`config.mk`:
```
export PLATFORM = sky130hd
export DESIGN_NAME = seq_mag_comparator
export DESIGN_NICKNAME = d
export VERILOG_FILES = /design/src/rtl/seq_mag_comparator.sv
export SDC_FILE = /design/constraint.sdc
export NUM_CORES = 1
export LEC_CHECK = 0
export CORE_MARGIN = 2
export CORE_UTILIZATION = 45
export DETAILED_ROUTE_END_ITERATION = 8
export PLACE_DENSITY = 0.71
export SLEW_MARGIN = 20
export SYNTH_ARGS = -nofsm -noshare
export SYNTH_HDL_FRONTEND = slang
export SYNTH_SLANG_ARGS = --single-unit
```
`constraint.sdc`:
```
create_clock -name clk -period 2.2 [get_ports clk]
set_clock_uncertainty 0.2 [all_clocks]
set_input_delay 0.55 -clock clk [delete_from_list [all_inputs] [get_ports clk]]
set_output_delay 0.55 -clock clk [all_outputs]
set_load 0.03 [all_outputs]
```
`src/rtl/seq_mag_comparator.sv`:
```
// Multi-cycle magnitude comparator: scans SLICE bits per clock from the MSB, unsigned or signed,
// with 4-bit-family cascade inputs for ties. Optional macro SEQ_MAG_CMP_EARLY_EXIT_EN.
module seq_mag_comparator #(
    parameter int WIDTH = 32,
    parameter int SLICE = 4
) (
    input  logic             clk,
    input  logic             rst_n,
    input  logic             in_valid,
    output logic             in_ready,
    input  logic [WIDTH-1:0] a,
    input  logic [WIDTH-1:0] b,
    input  logic             is_signed,
    input  logic             in_agb,
    input  logic             in_alb,
    input  logic             in_aeb,
    output logic             out_valid,
    input  logic             out_ready,
    output logic             out_agb,
    output logic             out_alb,
    output logic             out_aeb
);

    localparam int N  = WIDTH / SLICE;
    localparam int KW = (N > 1) ? $clog2(N) : 1;

    typedef enum logic [1:0] {
        IDLE,
        COMPARE,
        DONE
    } state_t;

    state_t             r_state;
    state_t             w_state_next;
    logic [WIDTH-1:0]   r_a;
    logic [WIDTH-1:0]   r_b;
    logic               r_signed;
    logic [2:0]         r_cas;
    logic [KW-1:0]      r_k;
    logic               r_decided;
    logic               r_agb;
    logic               r_alb;
    logic               r_aeb;

    logic [SLICE-1:0]   w_flip;
    logic [SLICE-1:0]   w_a_slice;
    logic [SLICE-1:0]   w_b_slice;
    logic               w_gt;
    logic               w_lt;
    logic               w_last;

    // Operands shift left each compare cycle, so the current slice is always the top SLICE bits.
    // Flipping the sign bit of the MSB slice maps two's-complement order onto unsigned order.
    assign w_flip    = (r_signed && (r_k == '0)) ? (SLICE'(1) << (SLICE - 1)) : '0;
    assign w_a_slice = r_a[WIDTH-1 -: SLICE] ^ w_flip;
    assign w_b_slice = r_b[WIDTH-1 -: SLICE] ^ w_flip;
    assign w_gt      = (w_a_slice > w_b_slice);
    assign w_lt      = (w_a_slice < w_b_slice);
    assign w_last    = (r_k == KW'(N - 1));

    always_ff @(posedge clk or negedge rst_n) begin
        if (!rst_n) begin
            r_state <= IDLE;
        end else begin
            r_state <= w_state_next;
        end
    end

    always_comb begin
        w_state_next = r_state;
        in_ready     = 1'b0;
        out_valid    = 1'b0;
        case (r_state)
            IDLE: begin
                in_ready = 1'b1;
                if (in_valid) begin
                    w_state_next = COMPARE;
                end
            end
            COMPARE: begin
`ifdef SEQ_MAG_CMP_EARLY_EXIT_EN
                if (w_last || w_gt || w_lt) begin
                    w_state_next = DONE;
                end
`else
                if (w_last) begin
                    w_state_next = DONE;
                end
`endif
            end
            DONE: begin
                out_valid = 1'b1;
                if (out_ready) begin
                    w_state_next = IDLE;
                end
            end
            default: w_state_next = IDLE;
        endcase
    end

    always_ff @(posedge clk or negedge rst_n) begin
        if (!rst_n) begin
            r_a       <= '0;
            r_b       <= '0;
            r_signed  <= 1'b0;
            r_cas     <= 3'b000;
            r_k       <= '0;
            r_decided <= 1'b0;
            r_agb     <= 1'b0;
            r_alb     <= 1'b0;
            r_aeb     <= 1'b0;
        end else begin
            case (r_state)
                IDLE: begin
                    if (in_valid) begin
                        r_a       <= a;
                        r_b       <= b;
                        r_signed  <= is_signed;
                        r_cas     <= {in_agb, in_alb, in_aeb};
                        r_k       <= '0;
                        r_decided <= 1'b0;
                        r_agb     <= 1'b0;
                        r_alb     <= 1'b0;
                        r_aeb     <= 1'b0;
                    end
                end
                COMPARE: begin
                    r_a <= r_a << SLICE;
                    r_b <= r_b << SLICE;
                    r_k <= r_k + KW'(1);
                    // The first differing slice wins; later slices are scanned but ignored.
                    if (!r_decided) begin
                        if (w_gt) begin
                            r_agb     <= 1'b1;
                            r_decided <= 1'b1;
                        end else if (w_lt) begin
                            r_alb     <= 1'b1;
                            r_decided <= 1'b1;
                        end else if (w_last) begin
                            {r_agb, r_alb, r_aeb} <= r_cas;
                        end
                    end
                end
                default: ;
            endcase
        end
    end

    assign out_agb = r_agb;
    assign out_alb = r_alb;
    assign out_aeb = r_aeb;

endmodule

```
==> flow_summary.toml <==
[status]
outcome = "complete, no violations"

[critical_path]
worstReg2RegEnd = "out_alb"
critPathKind = "reg2reg"
r2r_slack_ns = 0.08
critPathMaxFanout = 5
cpPeakStageDelay_ns = 0.45
r2r_cells = 6
cp.arrival_ns = 2.19
worstPathCellList = "ha_1 -> nand2_1 -> o21ai_0 -> a221o_1 -> a2111o_1 -> o211ai_2"
required_ns = 2.26
cp-end-kind = "register"
start_kind = "register"
r2r-start = "r_a[29]"
crit_slowest_cell = "a221o_1"

[timing]
fmaxAchievable_mhz = 471
tightest_slew_ns = 0.472
fin_tns_setup_ns = 0
final_max_slew_viol_count = 0
period_needed_ns = 2.12
hold_viol = 0
slew_headroom_pct = 68.5
period_share_pct = 96.5
setup_viol = 0
rsz0062_at_grt = "false"

[routing]
wire_per_inst_um = 14.1
first_pass_iters = 4
ant_nets = 0
drt_iter0_markers = 101
dr_total_vias = 2720
vias_per_cell = 5.12
post-route-drc-count = 0
routed_wl_um = 7510

[clock_tree]
clockBufferDepth = 2
cts_tree = "done"
postCtsSetupBuffers = 0
root_buffer = "clkbuf_8"
clock_sinks = 77
clkLatencyLatePin_ns = 0.34
cts.reportedPaths.clkPinSlew_ns = 0.08
cts.htree.levels = 3
numCtsBuffers = 9

[floorplanning]
die-area_um2 = 8750
die_x_um = 93.5
coreArea_um2 = 7730
die_h_um = 93.5
start_util_pct = 46.7
rows = 32
ios = 77

[logic_synthesis]
synth-simple-area-share_pct = 10.3
synth_warnings = 0
ys_seq_area_share_pct = 53.4
synth.area.mux_share_pct = 16.0
synthFlopType = "dfrtp_1"
synth_fa_ha_area_share_pct = 2.08
ys_ff_latch = 77
synth_xor_area_share_pct = 0.243
async_flop_share_pct = 100
avgSynthCellArea_um2 = 10.4
yosys.cell_types.count = 29
syn-num-nets = 426
synth_compound_area_share_pct = 14.3
synth_enable_flop_cells = 0
synth_top_family_by_area = "multiplexers"
synth_area_um2 = 3610
synth_cells = 348

[layout]
area_delta_synth_final_pct = 33.9
layout_commonest_cell = "dfrtp_1"
layout-drive-gt1-share_pct = 7.69
utilization_pct = 62.5
final_cell_mix = "77 x dfrtp_1, 76 x nand2_1, 71 x clkdlybuf4s50_1"
diodes = 0
nets = 503

[worst_hold_path]
hold_path_class = "reg2reg"
min_from = "r_a[9]"
min_path_cells = 2
worst_hold_path.endpoint = "r_a[9]"

[grt]
grt_max_degree = 70
antenna_found_initial = 0
grt_usage_pct = 17.9
grt_pass1_vias = 2698
gr-total-overflow = 0
grt_first_pass_wirelength_um = 12200

[power_and_ir_drop]
vdd_drop_max_mv = 0.513
power.leakage_nw = 2.29
p_per_area_nw_per_um2 = 1330

[run]
max_cap_violations = 0

[place]
dp_hpwl_um = 5270
place_congestion = 0.859
numPortBuffers = 76
## Yosys cell counts (all sizes together) (2+ instances only)
master	instances	area share, %
a21oi	4	0.55
a22o	12	2.9
buf	16	2.2
clkbuf	6	0.62
dfrtp	77	53
ha	6	2.1
inv	9	0.94
mux2i	56	16
nand2	76	7.9
nand2b	2	0.35
nand3b	2	0.42
nor2	2	0.21
nor2b	2	0.35
o211ai	2	0.55
o21ai	63	8.7
## per-stage QoR
stage	cell area (um2)	worst slack, ns	instances	power [mW]	hold WS, ns
after detailed placement	4540	0.104	515	5.07	0.265
after global placement	4540	0.127	515	4.94	0.261
after floorplan	3610	0.193	348	4.28	0.0544
after CTS	4810	0.00763	531	6.47	0.286
final	4830	0.0771	531	6.44	0.279
after global routing	4830	0.00434	531	6.90	0.306
## how the worst max path moves through the flow
stage	startpoint	endpoint	cells after the start
floorplan	r_a[30]	out_alb	6
finish	r_a[29]	out_alb	6
global placement	in_valid	r_a[3]	5
CTS	out_agb	out_agb	1
global route	r_a[29]	out_alb	6
detailed placement	in_valid	r_b[0]	5
## registers in the layout, summed over array words and instances, names as in the netlist, 2 cells and up
signal and flops:
r_a 32, r_b 32, r_k 3, r_cas 3
r_state 2
## worst max-delay path, delay by kind of cell, from the launching register on
kind                     cells  cell delay [ns]
AO/OA/AOI/OAI                4             1.03
adder cells (fa/ha/maj)      1             0.34
flip-flops                   1             0.41
AND/OR/NAND/NOR              1             0.07
## layer usage
layer  wire [um]  vias up  global-route usage [%]
li1            -     1365                       -
met1        3390     1287                    22.8
met2        3660       59                    29.6
met3         379        9                    4.43
met4          88        0                    6.76
met5           0        -                       0
## layout make-up
cell class | instances | area, um2
inverters | 9 | 33.8
multi-input cells | 240 | 1580
clock buffers | 11 | 141
well taps | 102 | 128
repair buffers | 88 | 903
clock inverters | 4 | 120
fillers | 639 | 2900
flip-flops and latches | 77 | 1930
## power breakdown
group          total (mW)  leakage, nW  internal (mW)  switching (mW)
Clock                1.39        0.130          0.894           0.499
Sequential           2.41        0.967           2.05           0.368
Combinational        2.64         1.19           1.25            1.38
## what timing repair did
action | CTS | global route
pin swaps | 0 | 1
resized for setup | 2 | 3
hold buffers | 1 | 0
hold endpoints to repair | 32 | 0
setup endpoints to repair | 2 | 3
## cells by family (layout without fill, tap and decap cells)
logic type / Yosys count / count (layout)
adder cells (fa/ha/maj): 6 / 6
AND/OR/NAND/NOR: 89 / 89
buffers and inverters: 31 / 112
AO/OA/AOI/OAI: 87 / 87
flip-flops: 77 / 77
XOR/XNOR: 1 / 1
multiplexers: 57 / 57
No activity file was read; power rests on OpenSTA's default activity.
